**config.mk**
```make
export PLATFORM = sky130hd
export DESIGN_NAME = tnn_feature_packer
export DESIGN_NICKNAME = d
export VERILOG_FILES = /design/src/rtl/tnn_pkg.sv /design/src/rtl/tnn_quantizer.sv /design/src/rtl/tnn_feature_packer.sv
export SDC_FILE = /design/constraint.sdc
export NUM_CORES = 1
export LEC_CHECK = 0
export ABC_AREA = 1
export CORE_MARGIN = 5
export CORE_UTILIZATION = 30
export CTS_CLUSTER_SIZE = 16
export DETAILED_ROUTE_END_ITERATION = 6
export GPL_TIMING_DRIVEN = 0
export PLACE_DENSITY = 0.5
export SKIP_CTS_REPAIR_TIMING = 1
export SLEW_MARGIN = 20
export SYNTH_ARGS = -nofsm -noshare
export SYNTH_HDL_FRONTEND = slang
export SYNTH_HIERARCHICAL = 1
export SYNTH_SLANG_ARGS = --single-unit
```
**constraint.sdc**
```tcl
create_clock -name clk -period 4.75 [get_ports clk]
set_clock_uncertainty 0.1 [all_clocks]
set_input_delay 0.7125 -clock clk [delete_from_list [all_inputs] [get_ports clk]]
set_output_delay 0.7125 -clock clk [all_outputs]
set_load 0.005 [all_outputs]
```
**src/rtl/tnn_pkg.sv**
```systemverilog
// Shared constants and types for the 2-bit-input neuron feature packers.
package tnn_pkg;

  localparam int NUM_FEAT = 8;
  localparam int RAW_W    = 8;
  localparam int Q_W      = 2;
  localparam int CNT_W    = 16;
  localparam int IDX_W    = $clog2(NUM_FEAT);

  localparam logic [RAW_W-1:0] T1_DEF = 8'd64;
  localparam logic [RAW_W-1:0] T2_DEF = 8'd128;
  localparam logic [RAW_W-1:0] T3_DEF = 8'd192;

  typedef logic [NUM_FEAT*Q_W-1:0] feat_vec_t;
  typedef logic [Q_W-1:0]          q_t;

  typedef enum logic {ST_FILL, ST_PEND} pack_state_t;

endpackage

```
**src/rtl/tnn_quantizer.sv**
```systemverilog
// Fixed-threshold 8-bit -> 2-bit quantizer; thresholds are per-dataset parameters.
module tnn_quantizer
  import tnn_pkg::*;
#(
  parameter logic [RAW_W-1:0] T1 = T1_DEF,
  parameter logic [RAW_W-1:0] T2 = T2_DEF,
  parameter logic [RAW_W-1:0] T3 = T3_DEF
) (
  input  logic [RAW_W-1:0] x,
  output q_t               q
);

  always_comb begin
    q = 2'd0;
    if (x >= T3)      q = 2'd3;
    else if (x >= T2) q = 2'd2;
    else if (x >= T1) q = 2'd1;
  end

endmodule

```
**src/rtl/tnn_feature_packer.sv**
```systemverilog
// Packs a serial stream of quantized features into one vector per frame,
// with one pending frame buffer behind the valid/ready output register.
//
// state   | meaning
// ST_FILL | assembling a frame, s_ready=1
// ST_PEND | complete frame parked in asm, waiting for the output slot
module tnn_feature_packer
  import tnn_pkg::*;
(
  input  logic                  clk,
  input  logic                  rst_n,
  input  logic                  s_valid,
  output logic                  s_ready,
  input  logic [RAW_W-1:0]      s_data,
  input  logic                  s_last,
  output logic                  m_valid,
  input  logic                  m_ready,
  output logic [NUM_FEAT*Q_W-1:0] m_vec,
  output logic                  err_pulse,
  output logic [CNT_W-1:0]      frame_cnt
);

  pack_state_t      state;
  logic [IDX_W-1:0] idx;
  feat_vec_t        asm_vec;
  feat_vec_t        full_vec;
  q_t               q;
  logic             accept;
  logic             last_idx;
  logic             complete;
  logic             early_last;
  logic             slot_free;

  tnn_quantizer u_quant (
    .x (s_data),
    .q (q)
  );

  // s_ready depends only on registered state, never on m_ready.
  assign s_ready    = (state == ST_FILL);
  assign accept     = s_valid && s_ready;
  assign last_idx   = (idx == IDX_W'(NUM_FEAT - 1));
  assign complete   = accept && last_idx;
  assign early_last = accept && s_last && !last_idx;
  assign slot_free  = !m_valid || m_ready;

  always_comb begin
    full_vec = asm_vec;
    full_vec[idx*Q_W +: Q_W] = q;
  end

  always_ff @(posedge clk or negedge rst_n) begin
    if (!rst_n) begin
      state     <= ST_FILL;
      idx       <= '0;
      asm_vec   <= '0;
      m_valid   <= 1'b0;
      m_vec     <= '0;
      err_pulse <= 1'b0;
      frame_cnt <= '0;
    end else begin
      err_pulse <= accept && (s_last != last_idx);

      if (accept) begin
        if (last_idx || s_last) idx <= '0;
        else                    idx <= idx + IDX_W'(1);
        if (early_last) asm_vec <= '0;
        else            asm_vec <= full_vec;
      end

      if (complete && slot_free) begin
        m_vec   <= full_vec;
        m_valid <= 1'b1;
        if (frame_cnt != '1) frame_cnt <= frame_cnt + CNT_W'(1);
      end else if (complete) begin
        state <= ST_PEND;
      end else if (state == ST_PEND && m_valid && m_ready) begin
        m_vec <= asm_vec;
        state <= ST_FILL;
        if (frame_cnt != '1) frame_cnt <= frame_cnt + CNT_W'(1);
      end else if (m_valid && m_ready) begin
        m_valid <= 1'b0;
      end
    end
  end

endmodule
```
==> results.toml <==
[outcome]
status = "finished clean"

[route]
vias = 2760
ant_nets = 0
wl_mm = 7.82
wire_per_inst_um = 12.9
route.detailed.drc = 0
drt_iter0_drc = 110
via_per_inst = 4.55
drt-pass1-iter-count = 4

[power_and_ir_drop]
swShare_pct = 24.9
internal_power_mw = 0.602
power_mw = 0.802
pwr-share-clk_pct = 33.9
combPwrFrac_pct = 7.6
p_leak_nw = 1.81
switchingPower_mw = 0.200
ir_worst_vdd_v = 0.000104
p_seq_share_pct = 58.5
p_per_area_mw_per_mm2 = 211

[critical_path]
reg2reg_depth = 9
cp-startpoint = "idx[0]$_DFFE_PN0N_"
reg2reg_slack_ps = 2400
cp.required_ps = 4840
arrival_ps = 2440
r2r-start = "idx[0]$_DFFE_PN0N_"
cp_max_fo = 9
cp-start-kind = "flip-flop"
path_class = "reg2reg"
endpoint = "m_vec[11]$_DFFE_PN0P_"
setup.worst_path.end_class = "flip-flop"
timing.rr.end = "m_vec[11]$_DFFE_PN0P_"

[placed_design]
gp_congestion = 0.853
dpl.hpwl_mm = 5.92
place_area_mm2 = 0.00370
post-place-ws_ps = 2140
port_buffers = 39

[sta]
relSlewSlack_pct = 70.2
setup_tns_ps = 0
slew_viol_final = 0
min_period_ps = 2350
fmax_ghz = 0.426
setup_viol = 0
rsz0062_at_grt = "no"
period_share_pct = 49.4
hold_viol = 0
setup_ws_ps = 2400
worst-slew-pin-transition_ps = 446
whs_ps = 189

[global_routing]
grt_pass1_wl_mm = 13.2
grt_pass1_vias = 2775
antenna_found_initial = 0
grt-ovfl-total = 0
grt_usage_pct = 12.7
grt_max_degree = 32

[floorplan]
core_area_mm2 = 0.0102
rows = 37
die_w_um = 112
start_util_pct = 30.5
die_height_um = 112
die_area_mm2 = 0.0126
io_pins = 48

[cts]
path_clk_slew_ps = 100
h-tree-depth = 2
cts-root-buf = "clkbuf_8"
cts_buffers = 5
cts_sinks = 54
clk_latency_ps = 310
clock_path_buffers = 2
cts_tree = "done"

[finish]
layout-drive-gt1-share_pct = 7.45
fin_area_mm2 = 0.00379
area_growth_pct = 21.4
diodes = 0
fin_nets = 491

[run]
drv_cap = 0

[synthesis]
synth_top_area_share_pct = 43.3
yosys_warnings = 6
synth.avg_cell_area_um2 = 7.40
yosys-top-cells-area = "dfrtp_1 43%, nand2_1 18%, nand3_1 7.4%"
synth_cell_type_count = 28
synth_area_mm2 = 0.00312
yosysSeqAreaShare_pct = 43.3
yosysTopAreaCell = "dfrtp_1"
ys_seq_elements = 54
syn-instance-count = 422
syn-num-nets = 444

[hold_path]
holdCritPathClass = "in2async"
## per-layer routing
metal	GRT usage, %	wire (um)
met4	2.80	67
met1	16.4	3820
met5	0	0
met2	22.4	3710
met3	2.05	216
## worst min-delay path by stage
stage / from / to / slack [ps]
detailed placement: asm_vec[15]$_DFFE_PN0N_ / m_vec[15]$_DFFE_PN0P_ / 370
floorplan: rst_n / asm_vec[0]$_DFFE_PN0N_ / 320
global route: rst_n / frame_cnt[7]$_DFFE_PN0P_ / 210
finish: rst_n / frame_cnt[7]$_DFFE_PN0P_ / 190
global placement: asm_vec[8]$_DFFE_PN0N_ / asm_vec[8]$_DFFE_PN0N_ / 360
CTS: rst_n / frame_cnt[7]$_DFFE_PN0P_ / 200
## power by group through the flow
stage | Sequential, mW | Combinational, mW | Clock [mW]
2_1_floorplan | 0.477 | 0.0373 | 0
3_3_place_gp | 0.478 | 0.0597 | 0
3_5_place_dp | 0.478 | 0.0622 | 0
4_1_cts | 0.469 | 0.0623 | 0.288
5_1_grt | 0.470 | 0.0716 | 0.305
6_report | 0.469 | 0.0610 | 0.272
## critical path: stages (launching register included)
cell      delay, ps
dfrtp_1         520
inv_1           170
ha_1            250
ha_1            270
clkbuf_1        300
inv_1           160
nand3_1         190
nand2_1          90
o211ai_1        110
nand2_1          80
## placed cells by master (no fill, tap or decap), drive strengths merged
cell type | Yosys | routed
a21oi | 9 | 9
buf | 7 | 9
clkbuf | 4 | 11
clkdlybuf4s50 | 0 | 38
clkinv | 0 | 1
dfrtp | 54 | 54
ha | 9 | 9
inv | 50 | 50
nand2 | 151 | 151
nand3 | 46 | 46
nand3b | 2 | 2
nand4 | 10 | 10
nor2 | 39 | 39
nor3 | 2 | 2
o211ai | 3 | 3
o21ai | 27 | 27
o22ai | 1 | 1
or2 | 1 | 1
xnor2 | 5 | 5
xor2 | 2 | 2
## metrics by stage
step                util, %  std cells
finish                 37.1        606
global route           37.1        606
floorplan                 -        422
CTS                    37.1        606
global placement       36.0        597
detailed placement     36.2        598
## flip-flops by register name (all words and copies together), names as in the netlist
name,flops
err_pulse,1
m_vec,16
asm_vec,16
idx,3
frame_cnt,16
state,1
m_valid,1
## Yosys cell counts
master      n
buf_2       4
dfrtp_1    54
o22ai_1     1
clkbuf_1    4
buf_4       1
xor2_1      2
nor2_1     30
nand3_1    46
ha_1        9
nor2_8      2
buf_6       2
inv_2       4
nand2_1   147
inv_1      46
nor2_2      2
a21oi_1     8
or2_2       1
xnor2_1     5
o211ai_1    3
nand4_1    10
nand2_2     2
o21ai_1     1
nand3b_1    2
nand2_4     2
nor2_4      5
nor3_1      2
o21ai_0    26
a21oi_2     1
## cells by family after synthesis
logic type | after synthesis | synth area share (%)
fa+ha+maj | 9 | 3.61
buf+inv | 61 | 8.09
xor+xnor | 7 | 1.96
simple gates | 251 | 36.3
compound gates | 40 | 6.81
flops | 54 | 43.3
## cell type report
cell class,instances,area (um^2)
Inverter,50,188
Fill cell,1075,6440
Clock inverter,1,5.00
Timing Repair Buffer,40,408
Tap cell,136,170
Multi-Input combinational cell,307,1520
Buffer,11,65.1
Clock buffer,7,86.3
Sequential cell,54,1350
No activity file was read; power rests on OpenSTA's default activity.
